File: src/rtl/branch_predictor.sv
// Direct-mapped branch predictor: 2-bit counter plus target per entry, with a mispredict
// redirect to EX and saturating resolution statistics.
module branch_predictor #(
    parameter int unsigned ENTRIES = 16,
    parameter int unsigned PC_W    = 32,
    parameter int unsigned CNT_W   = 32
) (
    input  logic             clk,
    input  logic             reset,
    input  logic [PC_W-1:0]  if_pc,
    output logic             pred_taken,
    output logic [PC_W-1:0]  pred_target,
    input  logic             ex_valid,
    input  logic [PC_W-1:0]  ex_pc,
    input  logic             ex_taken,
    input  logic [PC_W-1:0]  ex_target,
    input  logic             ex_pred_taken,
    input  logic [PC_W-1:0]  ex_pred_target,
    output logic             mispredict,
    output logic [PC_W-1:0]  redirect_pc,
    input  logic             stat_clear,
    output logic [CNT_W-1:0] stat_total,
    output logic [CNT_W-1:0] stat_taken,
    output logic [CNT_W-1:0] stat_mispredict
);

    localparam int unsigned IDX   = $clog2(ENTRIES);
    localparam int unsigned TAG_W = PC_W - IDX - 2;

    logic [ENTRIES-1:0] valid_q;
    logic [TAG_W-1:0]   tag_q    [ENTRIES];
    logic [PC_W-1:0]    target_q [ENTRIES];
    logic [1:0]         cnt_q    [ENTRIES];

    logic [IDX-1:0]   if_idx, ex_idx;
    logic [TAG_W-1:0] if_tag, ex_tag;
    logic             ex_hit;
    logic [1:0]       cnt_next;

    logic [CNT_W-1:0] stat_total_q, stat_taken_q, stat_mis_q;
    logic [CNT_W-1:0] stat_total_d, stat_taken_d, stat_mis_d;

    assign if_idx = if_pc[IDX+1:2];
    assign if_tag = if_pc[PC_W-1:IDX+2];
    assign ex_idx = ex_pc[IDX+1:2];
    assign ex_tag = ex_pc[PC_W-1:IDX+2];
    assign ex_hit = valid_q[ex_idx] && (tag_q[ex_idx] == ex_tag);

    // Lookup sees registered state only, so a same-cycle update is not forwarded.
    always_comb begin
        pred_taken  = valid_q[if_idx] && (tag_q[if_idx] == if_tag) && cnt_q[if_idx][1];
        pred_target = pred_taken ? target_q[if_idx] : '0;
    end

    always_comb begin
        cnt_next = cnt_q[ex_idx];
        if (ex_taken) begin
            if (cnt_q[ex_idx] != 2'd3) cnt_next = cnt_q[ex_idx] + 2'd1;
        end else begin
            if (cnt_q[ex_idx] != 2'd0) cnt_next = cnt_q[ex_idx] - 2'd1;
        end
    end

    always_comb begin
        mispredict  = ex_valid && ((ex_taken != ex_pred_taken) ||
                      (ex_taken && ex_pred_taken && (ex_target != ex_pred_target)));
        redirect_pc = ex_taken ? ex_target : ex_pc + PC_W'(4);
    end

    always_ff @(posedge clk) begin
        if (!reset) begin
            for (int i = 0; i < int'(ENTRIES); i++) begin
                valid_q[i]  <= 1'b0;
                tag_q[i]    <= '0;
                target_q[i] <= '0;
                cnt_q[i]    <= 2'd1;
            end
        end else if (ex_valid) begin
            if (ex_hit) begin
                cnt_q[ex_idx] <= cnt_next;
                if (ex_taken) target_q[ex_idx] <= ex_target;
            end else if (ex_taken) begin
                valid_q[ex_idx]  <= 1'b1;
                tag_q[ex_idx]    <= ex_tag;
                target_q[ex_idx] <= ex_target;
                cnt_q[ex_idx]    <= 2'd2;
            end
        end
    end

    always_comb begin
        stat_total_d = stat_total_q;
        stat_taken_d = stat_taken_q;
        stat_mis_d   = stat_mis_q;
        if (ex_valid) begin
            if (stat_total_q != '1) stat_total_d = stat_total_q + CNT_W'(1);
            if (ex_taken && stat_taken_q != '1) stat_taken_d = stat_taken_q + CNT_W'(1);
            if (mispredict && stat_mis_q != '1) stat_mis_d = stat_mis_q + CNT_W'(1);
        end
        if (stat_clear) begin
            stat_total_d = '0;
            stat_taken_d = '0;
            stat_mis_d   = '0;
        end
    end

    always_ff @(posedge clk) begin
        if (!reset) begin
            stat_total_q <= '0;
            stat_taken_q <= '0;
            stat_mis_q   <= '0;
        end else begin
            stat_total_q <= stat_total_d;
            stat_taken_q <= stat_taken_d;
            stat_mis_q   <= stat_mis_d;
        end
    end

    assign stat_total      = stat_total_q;
    assign stat_taken      = stat_taken_q;
    assign stat_mispredict = stat_mis_q;

endmodule

File: config.mk
export PLATFORM = sky130hd
export DESIGN_NAME = branch_predictor
export DESIGN_NICKNAME = d
export VERILOG_FILES = /design/src/rtl/branch_predictor.sv
export SDC_FILE = /design/constraint.sdc
export NUM_CORES = 2
export LEC_CHECK = 0
export BUFFER_PORTS_ARGS = -buffer_cell sky130_fd_sc_hd__buf_2
export CORE_UTILIZATION = 25
export CTS_CLUSTER_DIAMETER = 40
export DETAILED_ROUTE_END_ITERATION = 6
export PLACE_DENSITY = 0.51
export SLEW_MARGIN = 20
export SYNTH_ARGS = -nofsm -noshare
export SYNTH_HDL_FRONTEND = slang
export SYNTH_SLANG_ARGS = --single-unit
File: constraint.sdc
create_clock -name clk -period 5.1 [get_ports clk]
set_input_delay 0.765 -clock clk [delete_from_list [all_inputs] [get_ports clk]]
set_output_delay 0.765 -clock clk [all_outputs]
set_load 0.005 [all_outputs]
==> impl_metrics.tcl <==
set metrics [dict create \
    status "complete, but fails checks" \
    violations "negative setup slack" \
    place_congestion 0.906 \
    period_needed_ns 5.12 \
    grt_max_degree 118 \
    crit_path_frequent_cell "mux4_2" \
    vias_per_cell 5.07 \
    start_kind "primary input" \
    drv_cap 0 \
    grt_pass1_wl_um 288000 \
    synth_top_area_cell "edfxtp_1" \
    insertion_delay_ns 0.80 \
    worstHoldStart "ex_pc[21]" \
    slowest_delay_ns 0.57 \
    start_util_pct 25.2 \
    combPwrFrac_pct 10.1 \
    slowest_stage "mux4_2" \
    netlist_top_cells_count "edfxtp_1, and2_1, mux4_2, clkbuf_1, nor3_1" \
    worst_slew_pin_slew_ns 1.10 \
    final_util_pct 30.5 \
    cts_buffers 151 \
    first_pass_iters 6 \
    leakage_nw 23.1 \
    synth-compound-area-share_pct 3.54 \
    synthesis.area_um2 54600 \
    die_w_um 469 \
    rows 171 \
    antenna_found_initial 33 \
    internal-power_mw 17.3 \
    sequentialPowerShare_pct 43.7 \
    cts-htree-levels 4 \
    die_h_um 469 \
    clkTransAtPathRegs_ns 0.06 \
    setup_viol 4 \
    net-switching-power_mw 5.93 \
    overflow 0 \
    yosysSeqAreaShare_pct 56.9 \
    reg2reg_from "tag_q[5][18]" \
    synth_simple_gate_area_share_pct 16.1 \
    vias 37000 \
    synth_fp_nets 4105 \
    io_pins 296 \
    crit_start "if_pc[4]" \
    ys_types 76 \
    worstPathCellList "buf_8, mux4_2, mux4_2, xnor2_2, o211ai_1, nor4_2, buf_4, nand4_1, buf_12, nor2b_1, buf_2" \
    ys_warn_count 0 \
    area_growth_pct 21.2 \
    dpl.hpwl_um 136000 \
    synthTopCellsByArea "edfxtp_1, mux4_2, and2_1" \
    port_buffers 293 \
    worstSetupPathType "in -> out" \
    synth_top_cell_area_share_pct 52.8 \
    arrival_ns 4.36 \
    ys_async_sr_fraction_pct 0 \
    muxShareOfSynthArea_pct 17.3 \
    drive_gt1_share_pct 29.2 \
    cts_tree "yes" \
    core_area_um2 217000 \
    stdcell_count 7300 \
    end_kind "primary output" \
    routedWlPerCell_um 28.3 \
    drt_first_iter_violations 4439 \
    power.density_nw_per_um2 350 \
    synth_ff_type "edfxtp_1" \
    dp_slack_ns -0.207 \
    whs_ns 0.431 \
    final_antenna_net_count 0 \
    switching_share_pct 25.6 \
    dp_cells 7013 \
    period_share_pct 100 \
    routed_wl_um 206000 \
    ys_ff_latch 1072 \
    rsz0062_at_grt "no" \
    ir_drop_mv 0.350 \
    cp_num_buf_inv 4 \
    crit_fanout 58 \
    slew_violations 0 \
    grt.total_usage_pct 18.3 \
    crit_family "buffers and inverters" \
    drc_errors 0 \
    final_net_count 4457 \
    syn_inst 3963 \
    syn-mean-instance-area_um2 13.8 \
    slew_headroom_pct 26.9 \
    cts-root-buf "clkbuf_16" \
    cts.sinks 1072 \
    yosysMostFrequentCell "edfxtp_1" \
    skew_ns 0.0223 \
    synthAdderAreaFrac_pct 0.183 \
    fmax_ghz 0.195 \
    die_area_um2 220000 \
    fin_ws_ns -0.0206 \
    hold_viol 0 \
    grt_pass1_vias 36700 \
    cts_max_path_buffers 3 \
    synth_top_family_by_area "multiplexers" \
    power_frac_clock_pct 46.2 \
    synth-xor-area-share_pct 2.82 \
    cp.required_ns 4.34 \
    synth_edf_count 960 \
    min_path_type "in -> reg" \
]
[worst reg2reg max path: stages, from the launching register on]
cell	delay, ns
edfxtp_1	0.39
mux4_2	0.49
a22o_1	0.25
a221oi_1	0.28
xor2_1	0.38
nand4_1	0.14
buf_4	0.16
a2111oi_2	0.37
o211a_4	0.31
buf_12	0.27
buf_12	0.42
nor3_1	0.13
[kinds of logic (layout without fill, tap and decap cells)]
logic type,count (synthesis),count (layout)
AOI/OAI and AO/OA,289,289
xor gates and xnor gates,176,176
adders and majority gates,8,8
buffers and inverters,395,873
DFF,1072,1072
muxes,478,478
other,0,5
and+or+nand+nor,1545,1545
[repair_timing]
| action | in CTS | in global routing |
|---|---|---|
| gates resized for setup | 6 | 3 |
| endpoints found under the setup margin | 33 | 32 |
| pin swaps | 2 | 0 |
| hold buffers | 0 | 0 |
| endpoints found under the hold margin | 0 | 0 |
| setup buffers | 3 | 0 |
[final timing paths]
| kind | end | slack (ns) | depth (start not counted) |
|---|---|---|---|
| min reg2reg | valid_q[5] | 0.49 | 1 |
| max reg2reg | tag_q[9][7] | 1.24 | 11 |
| max | pred_target[0] | -0.02 | 11 |
| min | tag_q[4][15] | 0.43 | 2 |
[power groups by stage]
stage | clock (mW) | sequential [mW] | combinational [mW]
final | 10.7 | 10.1 | 2.35
after global routing | 11.2 | 10.2 | 2.44
after CTS | 10.9 | 10.1 | 2.35
after detailed placement | 0 | 10.3 | 2.34
after global placement | 0 | 10.3 | 2.34
after floorplan | 0 | 10.3 | 1.28
[cell type report]
class                           count  area [µm²]
Fill cell                       21700      151000
Sequential cell                  1072       31100
Multi-Input combinational cell   2496       22100
Timing Repair Buffer              558        4210
Clock buffer                      173        3980
Tap cell                         2854        3570
Clock inverter                    106        1120
Inverter                           36         135
Antenna cell                        5        12.5
[routing by layer]
layer  part of all wire, %  track usage (%)  vias up
met3                   9.0             4.49      362
li1                      -                -    15700
met2                    47             29.6     1856
met4                   3.3             5.98       12
met1                    41             24.0    19200
met5                 0.035                0        -
[stage by stage]
step	area, µm²	TNS [ns]	total power [mW]
floorplan	54600	-86.34	11.5
global placement	61000	-2.91	12.6
detailed placement	61000	-5.08	12.7
CTS	66200	0	23.4
global route	66200	0	23.8
finish	66200	-0.0415	23.2
[cells in the final DEF, fill, tap and decap left out, types with 43 or more instances in the layout]
master     Yosys  routed
nand3_1       75      75
buf_12         0      55
mux4_2       370     370
nor3_1       190     189
nand4_1       67      67
dfxtp_1      112     112
xnor2_1      102     101
a21oi_1       43      43
clkbuf_16      0     155
buf_2         54     285
nor2b_1       48      48
mux2i_1       77      77
edfxtp_1     960     960
buf_4         11     214
o21ai_0      107      91
xor2_1        74      74
nor2_1       121     116
and2_1       780     780
nand2_1      136     120
[state kept, by name (all words and copies together) (netlist names)]
signal / count
target_q: 512
tag_q: 416
cnt_q: 32
stat_mispredict: 32
stat_taken: 32
stat_total: 32
valid_q: 16
Note: power is estimated with default switching activity, not from simulation.
